### src/rtl/br_update_collector.sv
// Collects resolved-branch results, computes saturating counter updates, queues them in an
// in-order register FIFO drained into the predictor table, and flags history recovery.
module br_update_collector #(
  parameter int unsigned IN_WIDTH   = 2,
  parameter int unsigned OUT_WIDTH  = 2,
  parameter int unsigned DEPTH      = 8,
  parameter int unsigned HIST_WIDTH = 10,
  parameter int unsigned CNT_WIDTH  = 2
) (
  input  logic                             clk,
  input  logic                             rst,
  input  logic [IN_WIDTH-1:0]              in_valid,
  input  logic [IN_WIDTH*HIST_WIDTH-1:0]   in_history,
  input  logic [IN_WIDTH*CNT_WIDTH-1:0]    in_prev_cnt,
  input  logic [IN_WIDTH-1:0]              in_taken,
  input  logic [IN_WIDTH-1:0]              in_mispred,
  input  logic [IN_WIDTH-1:0]              in_is_cond,
  input  logic                             upd_stall,
  output logic [OUT_WIDTH-1:0]             upd_valid,
  output logic [OUT_WIDTH*HIST_WIDTH-1:0]  upd_index,
  output logic [OUT_WIDTH*CNT_WIDTH-1:0]   upd_cnt,
  output logic                             rec_valid,
  output logic [HIST_WIDTH-1:0]            rec_history,
  output logic [$clog2(DEPTH):0]           count,
  output logic [7:0]                       drop_count
);

  localparam int unsigned PTR_W = $clog2(DEPTH);
  localparam int unsigned OCC_W = PTR_W + 1;
  localparam logic [CNT_WIDTH-1:0] CNT_MAX = '1;

  logic [HIST_WIDTH-1:0] fifoIndex [DEPTH];
  logic [CNT_WIDTH-1:0]  fifoCnt   [DEPTH];
  logic [PTR_W-1:0]      head;
  logic [PTR_W-1:0]      tail;

  logic [CNT_WIDTH-1:0]  laneCnt   [IN_WIDTH];
  logic [OCC_W-1:0]      lanePos   [IN_WIDTH];
  logic [IN_WIDTH-1:0]   laneStore;
  logic [OCC_W-1:0]      popNum;
  logic [OCC_W-1:0]      freeSlots;
  logic [OCC_W-1:0]      validCount;
  logic [OCC_W-1:0]      pushNum;
  logic [OCC_W-1:0]      dropNum;
  logic [8:0]            dropSum;
  logic [7:0]            dropNext;
  logic                  recHit;
  logic [HIST_WIDTH-1:0] recHist;

  // Saturating counter step per lane
  always_comb begin
    logic [CNT_WIDTH-1:0] prev;
    prev = '0;
    for (int unsigned i = 0; i < IN_WIDTH; i++) begin
      prev = in_prev_cnt[i*CNT_WIDTH +: CNT_WIDTH];
      if (in_taken[i]) begin
        laneCnt[i] = (prev == CNT_MAX) ? CNT_MAX : prev + CNT_WIDTH'(1);
      end else begin
        laneCnt[i] = (prev == '0) ? '0 : prev - CNT_WIDTH'(1);
      end
    end
  end

  // Pops are resolved first so a full FIFO that drains can refill in the same edge
  always_comb begin
    popNum     = upd_stall ? '0 : ((count < OCC_W'(OUT_WIDTH)) ? count : OCC_W'(OUT_WIDTH));
    freeSlots  = OCC_W'(DEPTH) - (count - popNum);
    validCount = '0;
    laneStore  = '0;
    for (int unsigned i = 0; i < IN_WIDTH; i++) begin
      lanePos[i]   = validCount;
      laneStore[i] = in_valid[i] && (validCount < freeSlots);
      if (in_valid[i]) begin
        validCount = validCount + OCC_W'(1);
      end
    end
    pushNum  = (validCount < freeSlots) ? validCount : freeSlots;
    dropNum  = validCount - pushNum;
    dropSum  = {1'b0, drop_count} + 9'(dropNum);
    dropNext = dropSum[8] ? 8'hFF : dropSum[7:0];
  end

  // Oldest mispredicted lane wins the recovery slot
  always_comb begin
    logic [HIST_WIDTH-1:0] hist;
    hist    = '0;
    recHit  = 1'b0;
    recHist = '0;
    for (int unsigned i = 0; i < IN_WIDTH; i++) begin
      if (!recHit && in_valid[i] && in_mispred[i]) begin
        recHit  = 1'b1;
        hist    = in_history[i*HIST_WIDTH +: HIST_WIDTH];
        recHist = in_is_cond[i] ? {hist[HIST_WIDTH-2:0], in_taken[i]} : hist;
      end
    end
  end

  always_comb begin
    upd_valid = '0;
    upd_index = '0;
    upd_cnt   = '0;
    for (int unsigned j = 0; j < OUT_WIDTH; j++) begin
      if (!rst && !upd_stall && (count > OCC_W'(j))) begin
        upd_valid[j]                         = 1'b1;
        upd_index[j*HIST_WIDTH +: HIST_WIDTH] = fifoIndex[head + PTR_W'(j)];
        upd_cnt[j*CNT_WIDTH +: CNT_WIDTH]     = fifoCnt[head + PTR_W'(j)];
      end
    end
  end

  always_ff @(posedge clk) begin
    if (rst) begin
      head        <= '0;
      tail        <= '0;
      count       <= '0;
      drop_count  <= '0;
      rec_valid   <= 1'b0;
      rec_history <= '0;
    end else begin
      head       <= head + PTR_W'(popNum);
      tail       <= tail + PTR_W'(pushNum);
      count      <= count - popNum + pushNum;
      drop_count <= dropNext;
      rec_valid  <= recHit;
      if (recHit) begin
        rec_history <= recHist;
      end
      for (int unsigned i = 0; i < IN_WIDTH; i++) begin
        if (laneStore[i]) begin
          fifoIndex[tail + PTR_W'(lanePos[i])] <= in_history[i*HIST_WIDTH +: HIST_WIDTH];
          fifoCnt[tail + PTR_W'(lanePos[i])]   <= laneCnt[i];
        end
      end
    end
  end

endmodule

### config.mk
export PLATFORM = sky130hd
export DESIGN_NAME = br_update_collector
export DESIGN_NICKNAME = d
export VERILOG_FILES = /design/src/rtl/br_update_collector.sv
export SDC_FILE = /design/constraint.sdc
export NUM_CORES = 1
export LEC_CHECK = 0
export BUFFER_PORTS_ARGS = -buffer_cell sky130_fd_sc_hd__clkbuf_2
export CAP_MARGIN = 30
export CORE_MARGIN = 5
export CORE_UTILIZATION = 28
export CTS_BUF_LIST = sky130_fd_sc_hd__clkbuf_8 sky130_fd_sc_hd__clkbuf_16
export CTS_CLUSTER_DIAMETER = 150
export DETAILED_ROUTE_END_ITERATION = 16
export PLACE_DENSITY = 0.49
export REMOVE_ABC_BUFFERS = 1
export SYNTH_ARGS = -nofsm -noshare
export SYNTH_HDL_FRONTEND = slang
export SYNTH_SLANG_ARGS = --single-unit
export TNS_END_PERCENT = 30
### constraint.sdc
create_clock -name clk -period 5.18 [get_ports clk]
set_input_delay 0.518 -clock clk [delete_from_list [all_inputs] [get_ports clk]]
set_output_delay 0.518 -clock clk [all_outputs]
set_load 0.01 [all_outputs]
Yosys cells after proc, flatten, opt, wreduce, memory -nomap -nowiden
Memory sizes are Yosys's and may differ from the RTL's. A register that Yosys moved wholly into a read port is not among the register bits.
Index checks and enable logic that the tools add are counted.
{"block": "word_totals", "reg_bits": 29, "ramBits": 96, "in_bits": 35, "wordCells": 75, "memories": 2}
{"block": "op_classes", "add_sub_neg": 14, "order_cmp": 6, "n_eq_ne": 2, "mux": 32, "n_reduce_logical": 13}
{"name": "fifoIndex", "words": 8, "width": 10, "read_ports": 2, "rd_clocked_by_memory_dff": 1, "wr": 2, "line": "32", "rtl": "logic [HIST_WIDTH-1:0] fifoIndex [DEPTH];"}
{"name": "fifoCnt", "words": 8, "width": 2, "read_ports": 2, "rd_clocked_by_memory_dff": 1, "wr": 2, "line": "33", "rtl": "logic [CNT_WIDTH-1:0] fifoCnt [DEPTH];"}
{"cell": "2-to-1 mux 10 bit", "count": 6}
{"cell": "2-to-1 mux 2 bit", "count": 8}
{"cell": "2-to-1 mux 4 bit", "count": 4}
{"cell": "2-to-1 mux 1 bit", "count": 11}
{"cell": "adder 3 bit", "count": 3}
{"cell": "adder 8 x 4 -> 9 bit", "count": 1}
{"cell": "greater-than comparator 4 x 1 -> 1 bit (second input constant)", "count": 2}
{"cell": "logical AND 1 bit", "count": 8}
{"cell": "less-than comparator 4 bit", "count": 2}
{"cell": "2-to-1 mux 8 bit", "count": 1}
{"cell": "subtractor 4 bit", "count": 2}
{"cell": "2-to-1 mux 3 bit", "count": 2}
{"cell": "adder 2 x 1 -> 2 bit (second input constant)", "count": 2}
{"cell": "adder 4 x 1 -> 4 bit (second input constant)", "count": 1}
{"cell": "adder 4 bit", "count": 1}
{"cell": "equality test 2 bit (second input constant)", "count": 2}
{"cell": "zero test 2 bit", "count": 2}
{"cell": "less-than comparator 1 x 4 -> 1 bit (first input constant)", "count": 1}
{"cell": "less-than comparator 4 x 2 -> 1 bit (second input constant)", "count": 1}
{"cell": "subtractor 2 x 1 -> 2 bit (second input constant)", "count": 2}
{"cell": "subtractor 4 bit (first input constant)", "count": 1}
{"cell": "adder 3 x 1 -> 3 bit (second input constant)", "count": 1}
{"cell": "zero test 1 bit", "count": 3}

Longest topological paths before layout
{"block": "depth", "ltp_word": 10, "mapped_depth": 24}

Least setup slack after synthesis
OpenSTA, ideal clock, no wires.
{"block": "synth_timing", "path_type": "in2reg", "from": "in upd_stall", "to": "reg drop_count[5]", "setup_time_ps": 132, "arrival_ps": 4764, "slack_ps": 284, "cell_stages": 23, "path_buffers": 0, "path_cell_list": "nand2b_1 -> nor4_1 -> ha_1 -> inv_1 -> ha_1 -> inv_1 -> ha_1 -> inv_1 -> ha_1 -> o21a_1 -> o21ai_0 -> nor2_1 -> mux2i_1 -> ha_1 -> fa_1 -> inv_1 -> ha_1 -> a21o_1 -> a21oi_1 -> nor2b_1 -> o21ai_0 -> xor2_1 -> a21oi_1"}
{"block": "synth_between", "elab_chain_len": 8}
{"element": "start: declaration", "line": "18", "rtl": "input logic upd_stall,"}
{"element": "2-to-1 mux 4 bit (*)", "line": "66", "rtl": "popNum = upd_stall ? '0 : ((count < OCC_W'(OUT_WIDTH)) ? count : OCC_W'(OUT_WIDTH));"}
{"element": "subtractor 4 bit (*) (2 in a row)", "line": "67", "rtl": "freeSlots = OCC_W'(DEPTH) - (count - popNum);"}
{"element": "less-than comparator 4 bit", "line": "77", "rtl": "pushNum = (validCount < freeSlots) ? validCount : freeSlots;"}
{"element": "2-to-1 mux 4 bit (*)", "line": "77"}
{"element": "subtractor 4 bit (*)", "line": "78", "rtl": "dropNum = validCount - pushNum;"}
{"element": "adder 8 x 4 -> 9 bit (*)", "line": "79", "rtl": "dropSum = {1'b0, drop_count} + 9'(dropNum);"}
{"element": "2-to-1 mux 8 bit (*)", "line": "80", "rtl": "dropNext = dropSum[8] ? 8'hFF : dropSum[7:0];"}
{"element": "end signal: assignment", "line": "123", "rtl": "drop_count <= dropNext;"}
{"element": "end: declaration", "line": "25", "rtl": "output logic [7:0] drop_count"}
Mark *: on every way between the ends. The rest lies on a longest branch, timed or not.
A chain may end at the register's enable or synchronous reset.

Worst setup path in the final report
{"block": "layout_timing", "from": "reg count[1]", "to": "reg drop_count[5]"}
{"block": "layout_between", "elab_chain_len": 10}
{"element": "start: declaration", "line": "24", "rtl": "output logic [$clog2(DEPTH):0] count,"}
{"element": "start signal: assignment", "line": "122", "rtl": "count <= count - popNum + pushNum;"}
{"element": "less-than comparator 4 x 2 -> 1 bit", "line": "66"}
{"element": "2-to-1 mux 4 bit (2 in a row)", "line": "66"}
{"element": "subtractor 4 bit (*) (2 in a row)", "line": "67"}
{"element": "less-than comparator 4 bit", "line": "77"}
{"element": "2-to-1 mux 4 bit (*)", "line": "77"}
{"element": "subtractor 4 bit (*)", "line": "78"}
{"element": "adder 8 x 4 -> 9 bit (*)", "line": "79"}
{"element": "2-to-1 mux 8 bit (*)", "line": "80"}
Marked as above.

==> flow_summary.rst <==
.. list-table::
   :header-rows: 1

   * - Metric
     - Value
   * - First-pass GRT wire length
     - approximately 35 mm
   * - Count of clock tree sinks
     - roughly 130
   * - Area added between synthesis and finish
     - 19.11%
   * - All-Layer GR Usage
     - ~15%
   * - Area of the core
     - around 0.028 mm^2
   * - Share of synthesized area spent on multiplexers
     - between 30% and 40%
   * - CP max stage delay
     - between 0.4 and 0.5 ns
   * - Shortest period the worst path allows
     - approximately 4.7 ns
   * - Power density relative to cell area
     - just under 500 mW/mm^2
   * - Boundary Pins
     - between 80 and 90
   * - Final estimated routing congestion in global placement
     - around 0.83
   * - Final setup skew
     - around 0.011 ns
   * - Area of placed instances
     - 0.008837 mm^2
   * - Number of iterations in the first detailed-routing pass
     - 4
   * - Synth area leader
     - sky130_fd_sc_hd__edfxtp_1
   * - Clock tree root buffer cell
     - sky130_fd_sc_hd__clkbuf_16
   * - Chain of cells forming the critical path
     - nor4_4 > ha_2 > inv_1 > ha_1 > inv_1 > ha_1 > inv_1 > ha_1 > o21a_1 > o21ai_0 > nor2_1 > mux2i_1 > ha_2 > fa_1 > inv_1 > ha_1 > a21o_1 > a21oi_1 > nor2b_1 > o21ai_1 > xor2_1 > a21oi_1
   * - Area occupied by multi-input gates
     - 0.004234 mm^2
   * - Via density
     - roughly 5
   * - Max IR drop VDD
     - around 290 uV
   * - Post-route worst setup slack
     - approximately 0.44 ns
   * - Overall overflow remaining after global route
     - 0
   * - Library cells used by synthesis
     - 52
   * - Fillers
     - between 2,000 and 3,000
   * - Part of the Yosys area used for sequential elements
     - ~43%
   * - Number of buffers inserted by port buffering
     - 83
   * - Synthesized instance count
     - 610
   * - Cts-stage hold buffer count
     - 0
   * - Worst-Skew Late Latency
     - 0.42 ns
   * - RSZ-0062 raised after global routing
     - false
   * - Type of the worst setup path
     - register to register
   * - Avg Inst Size Synth
     - about 13 um^2
   * - Synth async-reset ratio
     - 0%
   * - Largest fanout of any net on the critical path
     - 7
   * - Antenna violations before repair
     - 1
   * - Htree depth
     - 4
   * - Net count of the finished layout
     - roughly 740
   * - Detail Placement HPWL
     - ~16 mm
   * - Bufs on Longest Clock Path
     - 2
   * - Final worst path period share
     - approximately nine tenths
   * - Final design area excluding fillers
     - between 0.009 and 0.01 mm^2
   * - Die outline area
     - ~0.032 mm^2
   * - Fraction of layout cells with a size suffix above 1
     - 43.31%
   * - CTS tree
     - built
   * - Number of rows in the core area
     - a little over 60
   * - Die Y
     - about 180 um
   * - Sequential cell area in the final layout
     - roughly 0.0035 mm^2
   * - Number of global-route vias before repair
     - about 5,700
   * - Maximum number of pins on one net before global-route repair
     - 39
   * - Crit path arrival time
     - 5.01 ns
   * - Result of the run
     - finished, final reports clean
   * - Relative slew margins
     - 31.35%
   * - Xor/xnor cell area share of the yosys netlist
     - under 10%
   * - Maximum achievable frequency
     - about 210 MHz
   * - Final wirelength
     - roughly 23 mm
   * - Number of slew-limit violations in the final report
     - 0
   * - DRC errors left
     - 0
   * - Leading cell types by total area after synthesis
     - sky130_fd_sc_hd__edfxtp_1 36%, sky130_fd_sc_hd__mux4_2 14%, sky130_fd_sc_hd__mux2_2 7.9%
   * - Horizontal die dimension
     - 178.8 um
   * - Cell with the largest stage delay on the worst path
     - sky130_fd_sc_hd__fa_1
   * - Number of maximum-capacitance constraint violations
     - 0
   * - Iter 0 DRT Violations
     - 393
   * - Number of flops mapped to enable cells by yosys
     - 96
   * - Count of yosys warnings during synthesis
     - 0
   * - Initial standard-cell utilization of the core
     - 28.55%
   * - Final sum of negative setup slack
     - 0 ns
   * - Leak
     - 3.579 nW
   * - Launching element type of the critical path
     - register
   * - CP Data Required Time
     - 5.45 ns
   * - Share of the core filled with cells
     - around 34%
   * - Post-synthesis compound-gate area fraction
     - under 10%
   * - Post-synth top flop
     - sky130_fd_sc_hd__edfxtp_1
   * - Commonest cells post-synth
     - 96 x sky130_fd_sc_hd__edfxtp_1, 56 x sky130_fd_sc_hd__mux2_2, 48 x sky130_fd_sc_hd__mux4_2
   * - DRT antenna net count
     - 0
   * - Worst-margin pin slew
     - between 1 and 1.5 ns
   * - Final routed wire length divided by cell count
     - 21.70 um
   * - Adder-cell area share of the yosys netlist
     - under 10%
   * - Worst Setup Slack post-DPL
     - -0.06063 ns
   * - Synthesized-area fraction occupied by and/or/nand/nor cells
     - 6.936%
   * - Number of register bits inferred by synthesis
     - roughly 130
   * - Clock transition at path regs
     - ~0.060 ns
   * - Top-area cell type share of the netlist area
     - ~36%
   * - Hold Crit Class
     - register to register
   * - Total number of vias
     - around 5,400
   * - Cell with the most instances after synthesis
     - sky130_fd_sc_hd__edfxtp_1
   * - Number of buffers inserted during clock tree synthesis
     - 17
   * - Critical path capture point type
     - register
   * - Final hold viol count
     - 0
   * - Final setup violation count
     - 0
   * - Dominant combinational cell family by area after synthesis
     - multiplexers
   * - Area of the mapped netlist
     - between 0.007 and 0.008 mm^2
[routing by layer]
metal,share of wire [%],track usage [%],vias up
met3,6.0,3.712,32
met1,42,18.95,2703
met4,2.2,4.605,0
met5,0,0,-
met2,49,25.26,186
li1,-,-,2444
[worst paths after layout]
| kind | from | endpoint | slack [ns] | depth (start not counted) |
|---|---|---|---|---|
| max reg2reg | count[1] | drop_count[5] | 0.44 | 22 |
| min reg2reg | rec_history[7] | rec_history[7] | 0.50 | 2 |
| max | count[1] | drop_count[5] | 0.44 | 22 |
| min | rec_history[7] | rec_history[7] | 0.50 | 2 |
[registers in the layout (all words and copies together) (netlist names)]
name         flops
tail             3
count            4
rec_valid        1
rec_history     10
drop_count       8
fifoCnt         16
head             3
fifoIndex       80
[stage by stage]
stage                     instances  hold WS (ns)  total power, W
after floorplan                 553        0.5254        0.002772
after global placement         1036        0.4792        0.003422
after detailed placement       1039        0.4935        0.003472
after CTS                      1071        0.5122        0.004714
after global routing           1074        0.5519        0.005007
final                          1074        0.5040        0.004704
[power breakdown]
| group | total (W) | switching, W | internal [W] |
|---|---|---|---|
| clock | 0.00124 | 0.000445 | 0.000794 |
| combinational | 0.00205 | 0.00109 | 0.000966 |
| sequential | 0.00141 | 0.000124 | 0.00129 |
| total | 0.00470 | 0.00166 | 0.00305 |
[worst max-delay path, delay by kind of cell, from the launching register on]
kind | cells | cell delay (ns)
AOI/OAI and AO/OA | 6 | 0.86
adders and majority gates | 7 | 2.07
muxes | 1 | 0.26
xor gates and xnor gates | 1 | 0.18
and+or+nand+nor | 3 | 0.55
buffers and inverters | 4 | 0.31
DFF | 1 | 0.37
[cell type report]
cell class              instances  area share [%]
diodes                          1         0.02635
inverters                      20          0.7904
well taps                     378           4.980
flip-flops and latches        125           36.54
multi-input cells             408           44.58
clock inverters                15           1.897
repair buffers                110           6.705
clock buffers                  17           4.479
[cells by family (layout without fill, tap and decap cells)]
group,count (synthesis),in the layout
adders and majority gates,27,27
xor gates and xnor gates,16,16
other,1,2
DFF,125,125
buffers and inverters,77,162
AOI/OAI and AO/OA,66,66
and+or+nand+nor,118,118
muxes,180,180
[cell usage in the layout, fill, tap and decap left out, types with 4 or more instances in the layout]
cell type / Yosys / final
sky130_fd_sc_hd__edfxtp_1: 96 / 96
sky130_fd_sc_hd__clkbuf_2: 0 / 83
sky130_fd_sc_hd__mux2_2: 56 / 56
sky130_fd_sc_hd__mux4_2: 48 / 48
sky130_fd_sc_hd__mux2i_1: 43 / 42
sky130_fd_sc_hd__nor2_1: 41 / 41
sky130_fd_sc_hd__nand2_1: 35 / 35
sky130_fd_sc_hd__mux2_4: 33 / 33
sky130_fd_sc_hd__a21oi_1: 30 / 30
sky130_fd_sc_hd__dfxtp_1: 29 / 25
sky130_fd_sc_hd__buf_4: 0 / 24
sky130_fd_sc_hd__inv_1: 20 / 22
sky130_fd_sc_hd__ha_1: 20 / 18
sky130_fd_sc_hd__clkbuf_16: 0 / 17
sky130_fd_sc_hd__o22ai_1: 9 / 9
sky130_fd_sc_hd__xor2_1: 9 / 8
sky130_fd_sc_hd__nor2b_1: 7 / 7
sky130_fd_sc_hd__nand3_1: 7 / 7
sky130_fd_sc_hd__xnor2_1: 6 / 5
sky130_fd_sc_hd__nor3_1: 4 / 4
sky130_fd_sc_hd__nand2b_1: 4 / 4
sky130_fd_sc_hd__and3b_1: 4 / 4
sky130_fd_sc_hd__a21o_1: 4 / 4
sky130_fd_sc_hd__o21bai_2: 0 / 4
sky130_fd_sc_hd__fa_1: 5 / 4
sky130_fd_sc_hd__clkinv_1: 0 / 4
sky130_fd_sc_hd__bufinv_16: 0 / 4
[repair_timing]
action                                  in CTS  in global routing
setup buffers                                0                  1
endpoints found under the setup margin       0                  8
resized for setup                            0                 12
No activity file was read; power rests on OpenSTA's default activity.
